<file path="src/rtl/dht_ctrl_pkg.sv">
// Shared constants for the multi-channel DHT11 controller: opcodes, response codes,
// FSM states and the byte layout of a 40-bit sensor frame.
package dht_ctrl_pkg;

    localparam logic [3:0] OP_STATUS    = 4'd0;
    localparam logic [3:0] OP_TEMP_INT  = 4'd1;
    localparam logic [3:0] OP_HUM_INT   = 4'd2;
    localparam logic [3:0] OP_TEMP_FRAC = 4'd3;
    localparam logic [3:0] OP_HUM_FRAC  = 4'd4;
    localparam logic [3:0] OP_MAX       = OP_HUM_FRAC;

    localparam logic [7:0] RC_STATUS      = 8'h1F;
    localparam logic [7:0] RC_TEMP_INT    = 8'h01;
    localparam logic [7:0] RC_HUM_INT     = 8'h02;
    localparam logic [7:0] RC_TEMP_FRAC   = 8'h03;
    localparam logic [7:0] RC_HUM_FRAC    = 8'h04;
    localparam logic [7:0] RC_ERR_SENSOR  = 8'hE0;
    localparam logic [7:0] RC_ERR_TIMEOUT = 8'hE1;
    localparam logic [7:0] RC_ERR_OPCODE  = 8'hE2;
    localparam logic [7:0] RC_ERR_ADDR    = 8'hE3;
    localparam logic [7:0] RC_ERR_CHKSUM  = 8'hE4;

    localparam int FRAME_W       = 40;
    localparam int HUM_INT_LSB   = 32;
    localparam int HUM_FRAC_LSB  = 24;
    localparam int TEMP_INT_LSB  = 16;
    localparam int TEMP_FRAC_LSB = 8;
    localparam int CHK_LSB       = 0;

    typedef enum logic [2:0] {
        S_IDLE,
        S_START,
        S_COLLECT,
        S_RESPOND,
        S_RELEASE
    } state_t;

    function automatic logic [7:0] frame_byte(input logic [FRAME_W-1:0] f, input int lsb);
        return f[lsb +: 8];
    endfunction

endpackage

</file>
<file path="src/rtl/dht_frame_decode.sv">
// Combinational opcode/frame -> {code,data}; checksum enforced only when DHT_CHECKSUM_EN is defined.
// Latency: 0 cycles. No flow control; pure function of its inputs.
module dht_frame_decode
    import dht_ctrl_pkg::*;
(
    input  logic [FRAME_W-1:0] frame_i,
    input  logic [3:0]         op_i,
    output logic [7:0]         code_o,
    output logic [7:0]         data_o
);

    logic chk_ok;

`ifdef DHT_CHECKSUM_EN
    logic [7:0] chk_sum;
    assign chk_sum = frame_byte(frame_i, HUM_INT_LSB) + frame_byte(frame_i, HUM_FRAC_LSB)
                   + frame_byte(frame_i, TEMP_INT_LSB) + frame_byte(frame_i, TEMP_FRAC_LSB);
    assign chk_ok  = (chk_sum == frame_byte(frame_i, CHK_LSB));
`else
    logic unused_chk;
    assign unused_chk = ^frame_i[CHK_LSB +: 8];
    assign chk_ok     = 1'b1;
`endif

    always_comb begin
        code_o = RC_ERR_OPCODE;
        data_o = 8'h00;
        case (op_i)
            OP_STATUS:    begin code_o = RC_STATUS;    data_o = 8'h00; end
            OP_TEMP_INT:  begin code_o = RC_TEMP_INT;  data_o = frame_byte(frame_i, TEMP_INT_LSB); end
            OP_HUM_INT:   begin code_o = RC_HUM_INT;   data_o = frame_byte(frame_i, HUM_INT_LSB); end
            OP_TEMP_FRAC: begin code_o = RC_TEMP_FRAC; data_o = frame_byte(frame_i, TEMP_FRAC_LSB); end
            OP_HUM_FRAC:  begin code_o = RC_HUM_FRAC;  data_o = frame_byte(frame_i, HUM_FRAC_LSB); end
            default:      begin code_o = RC_ERR_OPCODE; data_o = 8'h00; end
        endcase
        // A corrupt frame overrides every opcode's result.
        if (!chk_ok) begin
            code_o = RC_ERR_CHKSUM;
            data_o = 8'h00;
        end
    end

endmodule

</file>
<file path="src/rtl/dht_multi_ctrl.sv">
// Multi-channel DHT11 command controller: one acquisition per command, response held until ack.
// Latency: done->resp_valid 1 cycle; optional checksum check under DHT_CHECKSUM_EN.
// Backpressure: response held stable until resp_ack; a held command runs once (re-arm on valid=0).
module dht_multi_ctrl
    import dht_ctrl_pkg::*;
#(
    parameter int N_SENSORS      = 32,
    parameter int ADDR_W         = 5,
    parameter int TIMEOUT_CYCLES = 2_500_000
) (
    input  logic                         clk,
    input  logic                         reset,
    input  logic [15:0]                  cmd_in,
    input  logic                         resp_ack,
    input  logic [N_SENSORS*FRAME_W-1:0] sensor_frame,
    input  logic [N_SENSORS-1:0]         sensor_done,
    input  logic [N_SENSORS-1:0]         sensor_err,
    output logic [N_SENSORS-1:0]         sensor_en,
    output logic [N_SENSORS-1:0]         sensor_rst,
    output logic                         resp_valid,
    output logic [15:0]                  resp_data,
    output logic                         busy
);

    localparam int CNT_W = (TIMEOUT_CYCLES > 1) ? $clog2(TIMEOUT_CYCLES) : 1;

    state_t                 state_q;
    logic                   armed_q;
    logic [ADDR_W-1:0]      addr_q;
    logic [3:0]             op_q;
    logic [CNT_W-1:0]       cnt_q;
    logic [N_SENSORS-1:0]   en_q;
    logic [N_SENSORS-1:0]   rst_q;
    logic                   rv_q;
    logic [15:0]            rdata_q;

    logic                   cmd_vld;
    logic [ADDR_W-1:0]      cmd_addr;
    logic [3:0]             cmd_op;
    logic                   cmd_addr_ok;
    logic [N_SENSORS-1:0]   addr_sel;
    logic [FRAME_W-1:0]     sel_frame;
    logic                   sel_done;
    logic                   sel_err;
    logic                   timeout;
    logic [7:0]             dec_code;
    logic [7:0]             dec_data;
    logic                   unused_cmd;

    function automatic logic [N_SENSORS-1:0] onehot(input logic [ADDR_W-1:0] a);
        logic [N_SENSORS-1:0] r;
        r = '0;
        for (int i = 0; i < N_SENSORS; i++) r[i] = (a == ADDR_W'(i));
        return r;
    endfunction

    assign cmd_vld     = cmd_in[15];
    assign cmd_addr    = cmd_in[4 +: ADDR_W];
    assign cmd_op      = cmd_in[3:0];
    assign cmd_addr_ok = {{(32-ADDR_W){1'b0}}, cmd_addr} < 32'(N_SENSORS);
    assign unused_cmd  = ^cmd_in[14:9];

    // Only the latched channel's done/err/frame are visible to the FSM.
    always_comb begin
        addr_sel  = onehot(addr_q);
        sel_frame = '0;
        for (int i = 0; i < N_SENSORS; i++) begin
            if (addr_sel[i]) sel_frame = sensor_frame[i*FRAME_W +: FRAME_W];
        end
    end

    assign sel_done = |(sensor_done & addr_sel);
    assign sel_err  = |(sensor_err & addr_sel);
    assign timeout  = (cnt_q == CNT_W'(TIMEOUT_CYCLES - 1));

    dht_frame_decode u_decode (
        .frame_i (sel_frame),
        .op_i    (op_q),
        .code_o  (dec_code),
        .data_o  (dec_data)
    );

    always_ff @(posedge clk or posedge reset) begin
        if (reset) begin
            state_q <= S_IDLE;
            armed_q <= 1'b1;
            addr_q  <= '0;
            op_q    <= '0;
            cnt_q   <= '0;
            en_q    <= '0;
            rst_q   <= '1;
            rv_q    <= 1'b0;
            rdata_q <= '0;
        end else begin
            if (!cmd_vld) armed_q <= 1'b1;
            case (state_q)
                S_IDLE: begin
                    if (cmd_vld && armed_q) begin
                        armed_q <= 1'b0;
                        addr_q  <= cmd_addr;
                        op_q    <= cmd_op;
                        if (!cmd_addr_ok) begin
                            state_q <= S_RESPOND;
                            rv_q    <= 1'b1;
                            rdata_q <= {RC_ERR_ADDR, 8'h00};
                        end else if (cmd_op > OP_MAX) begin
                            state_q <= S_RESPOND;
                            rv_q    <= 1'b1;
                            rdata_q <= {RC_ERR_OPCODE, 8'h00};
                        end else begin
                            state_q <= S_START;
                            en_q    <= onehot(cmd_addr);
                            rst_q   <= ~onehot(cmd_addr);
                            cnt_q   <= '0;
                        end
                    end
                end
                S_START: begin
                    state_q <= S_COLLECT;
                    cnt_q   <= '0;
                end
                S_COLLECT: begin
                    if (sel_err || sel_done || timeout) begin
                        state_q <= S_RESPOND;
                        en_q    <= '0;
                        rv_q    <= 1'b1;
                        if (sel_err)       rdata_q <= {RC_ERR_SENSOR, 8'h00};
                        else if (sel_done) rdata_q <= {dec_code, dec_data};
                        else               rdata_q <= {RC_ERR_TIMEOUT, 8'h00};
                    end else begin
                        cnt_q <= cnt_q + CNT_W'(1);
                    end
                end
                S_RESPOND: begin
                    if (resp_ack) begin
                        state_q <= S_RELEASE;
                        rv_q    <= 1'b0;
                        rdata_q <= '0;
                        rst_q   <= '1;
                    end
                end
                S_RELEASE: state_q <= S_IDLE;
                default:   state_q <= S_IDLE;
            endcase
        end
    end

    assign sensor_en  = en_q;
    assign sensor_rst = rst_q;
    assign resp_valid = rv_q;
    assign resp_data  = rdata_q;
    assign busy       = (state_q != S_IDLE);

endmodule

</file>
<file path="config.mk">
export PLATFORM = sky130hd
export DESIGN_NAME = dht_multi_ctrl
export DESIGN_NICKNAME = d
export VERILOG_FILES = /design/src/rtl/dht_ctrl_pkg.sv /design/src/rtl/dht_frame_decode.sv /design/src/rtl/dht_multi_ctrl.sv
export SDC_FILE = /design/constraint.sdc
export NUM_CORES = 1
export LEC_CHECK = 0
export CORE_AREA = 2 2 561 563
export CTS_CLUSTER_DIAMETER = 100
export CTS_CLUSTER_SIZE = 25
export DETAILED_ROUTE_END_ITERATION = 6
export DIE_AREA = 0 0 563 565
export PLACE_DENSITY = 0.3
export SLEW_MARGIN = 20
export SYNTH_ARGS = -nofsm -noshare
export SYNTH_HDL_FRONTEND = slang
export SYNTH_SLANG_ARGS = --single-unit
export TNS_END_PERCENT = 10
</file>
<file path="constraint.sdc">
create_clock -name clk -period 4.3 [get_ports clk]
set_input_delay 0.43 -clock clk [delete_from_list [all_inputs] [get_ports clk]]
set_output_delay 0.43 -clock clk [all_outputs]
set_load 0.05 [all_outputs]
</file>
==> run metrics <==
Final Setup Violations 0; Peak VDD IR roughly 0.31 mV; footprint of the multi-input gates about 11,000 sq um; Reg power frac between 8 and 9%; category of the critical setup timing path reg -> reg; fraction of final layout cells sized beyond drive strength 1 17.9%; syn avg cell area 7.30 sq um; mux contribution to synthesized area under 10%; floorplan die width between 500 and 600 um; Final Hold Vio Count 0; cts bufs inserted 17; proportion of register bits with asynchronous set or reset after synthesis 100%; CP peak stage delay approximately 690 ps; post-route worst setup slack 29.7 ps; clock tree from TritonCTS done; failing checks capacitance limit; via/cell ratio approximately 3.5; Leak 12.0 nW; worst slew margin relative to its limit 2.16%; number of H-tree branching levels 4; remaining global-route overflow 0; FILL cells between 30,000 and 40,000; I/O pins about 1,400; Comb power frac between 80% and 90%; Initial DRT Pass Iterations 6; Switching Share between 60 and 70%; worst reg2reg endpoint resp_data[5]; global placement routability congestion between 0.8 and 0.9; design area 35,700 sq um; data arrival time of the critical path roughly 4700 ps; most numerous cell in the Yosys netlist nor2_1; R2R cell count 12; top cells by instance count after synthesis 169 x nor2_1, 136 x a22oi_1, 134 x a21oi_1; largest fanout on the critical path 20; starting utilization of the core area about 4.7%; combinational family with the most area after synthesis compound AO/OA/AOI/OAI gates; antenna violations before repair between 200 and 300; post-layout instance count excluding filler cells approximately 7,700; cell chosen for the clock root clkbuf_16; total routing usage reported by global routing 19.6%; core region area just over 300,000 sq um; Achievable Freq 0.234 GHz; final max-slew violation count 0; worst-path cell chain or3b_1 > nor2_4 > buf_4 > a32oi_1 > and3_1 > o311ai_2 > buf_4 > o211ai_1 > buf_4 > a311oi_1 > buf_4 > a221o_1; worst hold slack after final layout between 200 and 250 ps; setup slack of the worst register-to-register path about 30 ps; period utilisation layout between 90 and 100%; Synth area leader dfrtp_1; HPWL after DPL approximately 300 mm; violation count after the first detailed-route iteration 2,304; number of buffers inserted for hold repair after clock tree synthesis 0; FF-to-FF Start addr_q[3]; wire length of the first global-routing pass approximately 380 mm; xor and xnor fraction of the mapped netlist area 0.543%; path class of the lowest-slack min-delay path in -> async; # nets final ~4,800; pin count of the biggest net entering global routing 53; post-synthesis share of cell area spent on full adders, half adders and majority gates less than 1%; summed instance area of the synthesized netlist 14,500 sq um; area fraction in compound gates after synthesis a little over two fifths; die boundary height 565 um; pre-CTS setup slack -331 ps; cell type with the highest occurrence count on the critical path buf_4; Placed Cells between 7,000 and 8,000; instance area at placement roughly 35,000 sq um; kind of launch point of the worst setup path flip-flop; vias in the first global route roughly 27,000; sequential cell area in the final layout roughly 2900 sq um; most instantiated flip-flop cell in the synthesis netlist dfrtp_1; share of Yosys cell area claimed by the top area cell type 13.8%; detailed-route wire length around 320 mm; max_cap viols 1; power dissipated by switching net loads about 12 mW; post-route ant nets 0; pwr dens approximately 550 nW/um^2; IO Port Bufs approximately 1,200; clock network fraction of total power under 10%; post-synth cell types 93; time the final worst path needs with I/O delays and setup around 4300 ps; clock transition at the register clock pins on the worst setup and hold paths after CTS around 70 ps; overall via count from detail_route between 20,000 and 30,000; clock tree sinks roughly 110; wire length per cell after detailed routing approximately 42 um; DRC 0; total die area about 320,000 sq um; sequential fraction of the synthesis area 19.7%; number of enable-type register cells in the synthesized netlist 0; syn nets about 3,400; sum of internal, switching and leakage power between 15 and 20 mW; Mapped Cells 1,990; share of synthesized cell area in and, or, nand and nor gates between 20% and 30%; Worst setup EP type flip-flop; number of placement rows 205; Clock Skew about 20 ps; result of the run finished, violations left; Crit-path slowest cell dfrtp_4; Clock Path Buffers 2; Cell Int Power around 7.7 mW; count of synthesis-stage warnings from yosys 0; register bit count reported by yosys about 110; area growth from synthesis to final layout 146%; slew at the pin closest to its max-slew limit 1460 ps; clock latency on the worst-skew pair between 400 and 500 ps; ranking of synthesized cells by area dfrtp_1 14%, a22oi_1 7.0%, dfstp_2 6.0%; CP Data Required Time about 4700 ps
## critical path: cells and delay by family (launching register included)
family / cells / cell delay, ps
simple gates: 3 / 1430
compound gates: 5 / 1050
buf+inv: 4 / 1000
flops: 1 / 690
## final cells by class
class                           count  share of cell area [%]
Multi-Input combinational cell   1666                    31.2
Clock inverter                     14                   0.435
Inverter                           16                   0.175
Timing Repair Buffer             1613                    43.8
Antenna cell                       82                   0.575
Sequential cell                   113                    8.10
Tap cell                         4140                    14.5
Clock buffer                       18                    1.20
## placed cells by master, fill, tap and decap left out, types with 17 or more instances in the layout
master,n
o211ai_1,30
nand4_1,45
dfrtp_1,75
nand2b_1,19
buf_4,385
a221oi_1,69
o21a_1,18
nor4_1,18
a22o_1,56
nor3_1,51
nand2_1,123
a22oi_1,136
o22ai_1,37
a211oi_1,21
nor2_4,23
a21oi_1,131
o221ai_1,28
nand3b_1,21
o21ai_0,120
clkdlybuf4s50_1,1182
buf_12,39
nand3_1,90
diode_2,82
nor2_1,142
a221o_1,17
dfstp_2,33
and3_1,74
clkbuf_16,17
a31oi_1,40
or3_1,28
## cells by family (layout without fill, tap and decap cells)
group | after synthesis | in the layout
XOR/XNOR | 9 | 9
AO/OA/AOI/OAI | 869 | 869
flip-flops | 113 | 113
AND/OR/NAND/NOR | 760 | 760
multiplexers | 27 | 27
buffers and inverters | 211 | 1661
adder cells (fa/ha/maj) | 1 | 1
other | 0 | 82
## repair_timing
| item | in CTS | in global routing |
|---|---|---|
| resized for setup | 11 | 5 |
| pin swaps | 3 | 1 |
| setup endpoints to repair | 5 | 3 |
| buffers inserted | 4 | 1 |
## worst max path at each step
stage / end / start
2_1_floorplan: addr_q[0] / reset
3_3_place_gp: resp_data[2] / addr_q[2]
3_5_place_dp: resp_data[5] / addr_q[1]
4_1_cts: resp_data[5] / addr_q[1]
5_1_grt: resp_data[5] / addr_q[3]
6_report: resp_data[5] / addr_q[3]
## per-layer routing
layer  GRT usage [%]  routed length, um  vias up
met5               0                670        -
met4            3.94               8920      102
met3            5.69              23300      469
met2            36.0             164000     1736
met1            22.2             128000    13500
li1                -                  -    11100
## power groups by stage
| stage | Clock, mW | Combinational, mW | Sequential, mW |
|---|---|---|---|
| 6_report | 1.51 | 16.4 | 1.62 |
| 5_1_grt | 1.60 | 17.1 | 1.65 |
| 4_1_cts | 1.56 | 17.0 | 1.64 |
| 3_5_place_dp | 0 | 16.8 | 1.65 |
| 3_3_place_gp | 0 | 16.8 | 1.65 |
| 2_1_floorplan | 0 | 4.89 | 1.68 |
## stage by stage
stage | setup TNS (ps) | util [%]
3_5_place_dp | -1010 | 11.2
4_1_cts | -128 | 11.4
3_3_place_gp | -2850 | 11.1
6_report | 0 | 11.5
5_1_grt | -5.37 | 11.4
2_1_floorplan | 0 | -
## registers in the layout (all words and copies together), names as in the netlist
signal      flops
sensor_rst     32
armed_q         1
sensor_en      32
addr_q          5
resp_valid      1
resp_data      13
op_q            4
state_q         3
cnt_q          22
Note: power is estimated with default switching activity, not from simulation.
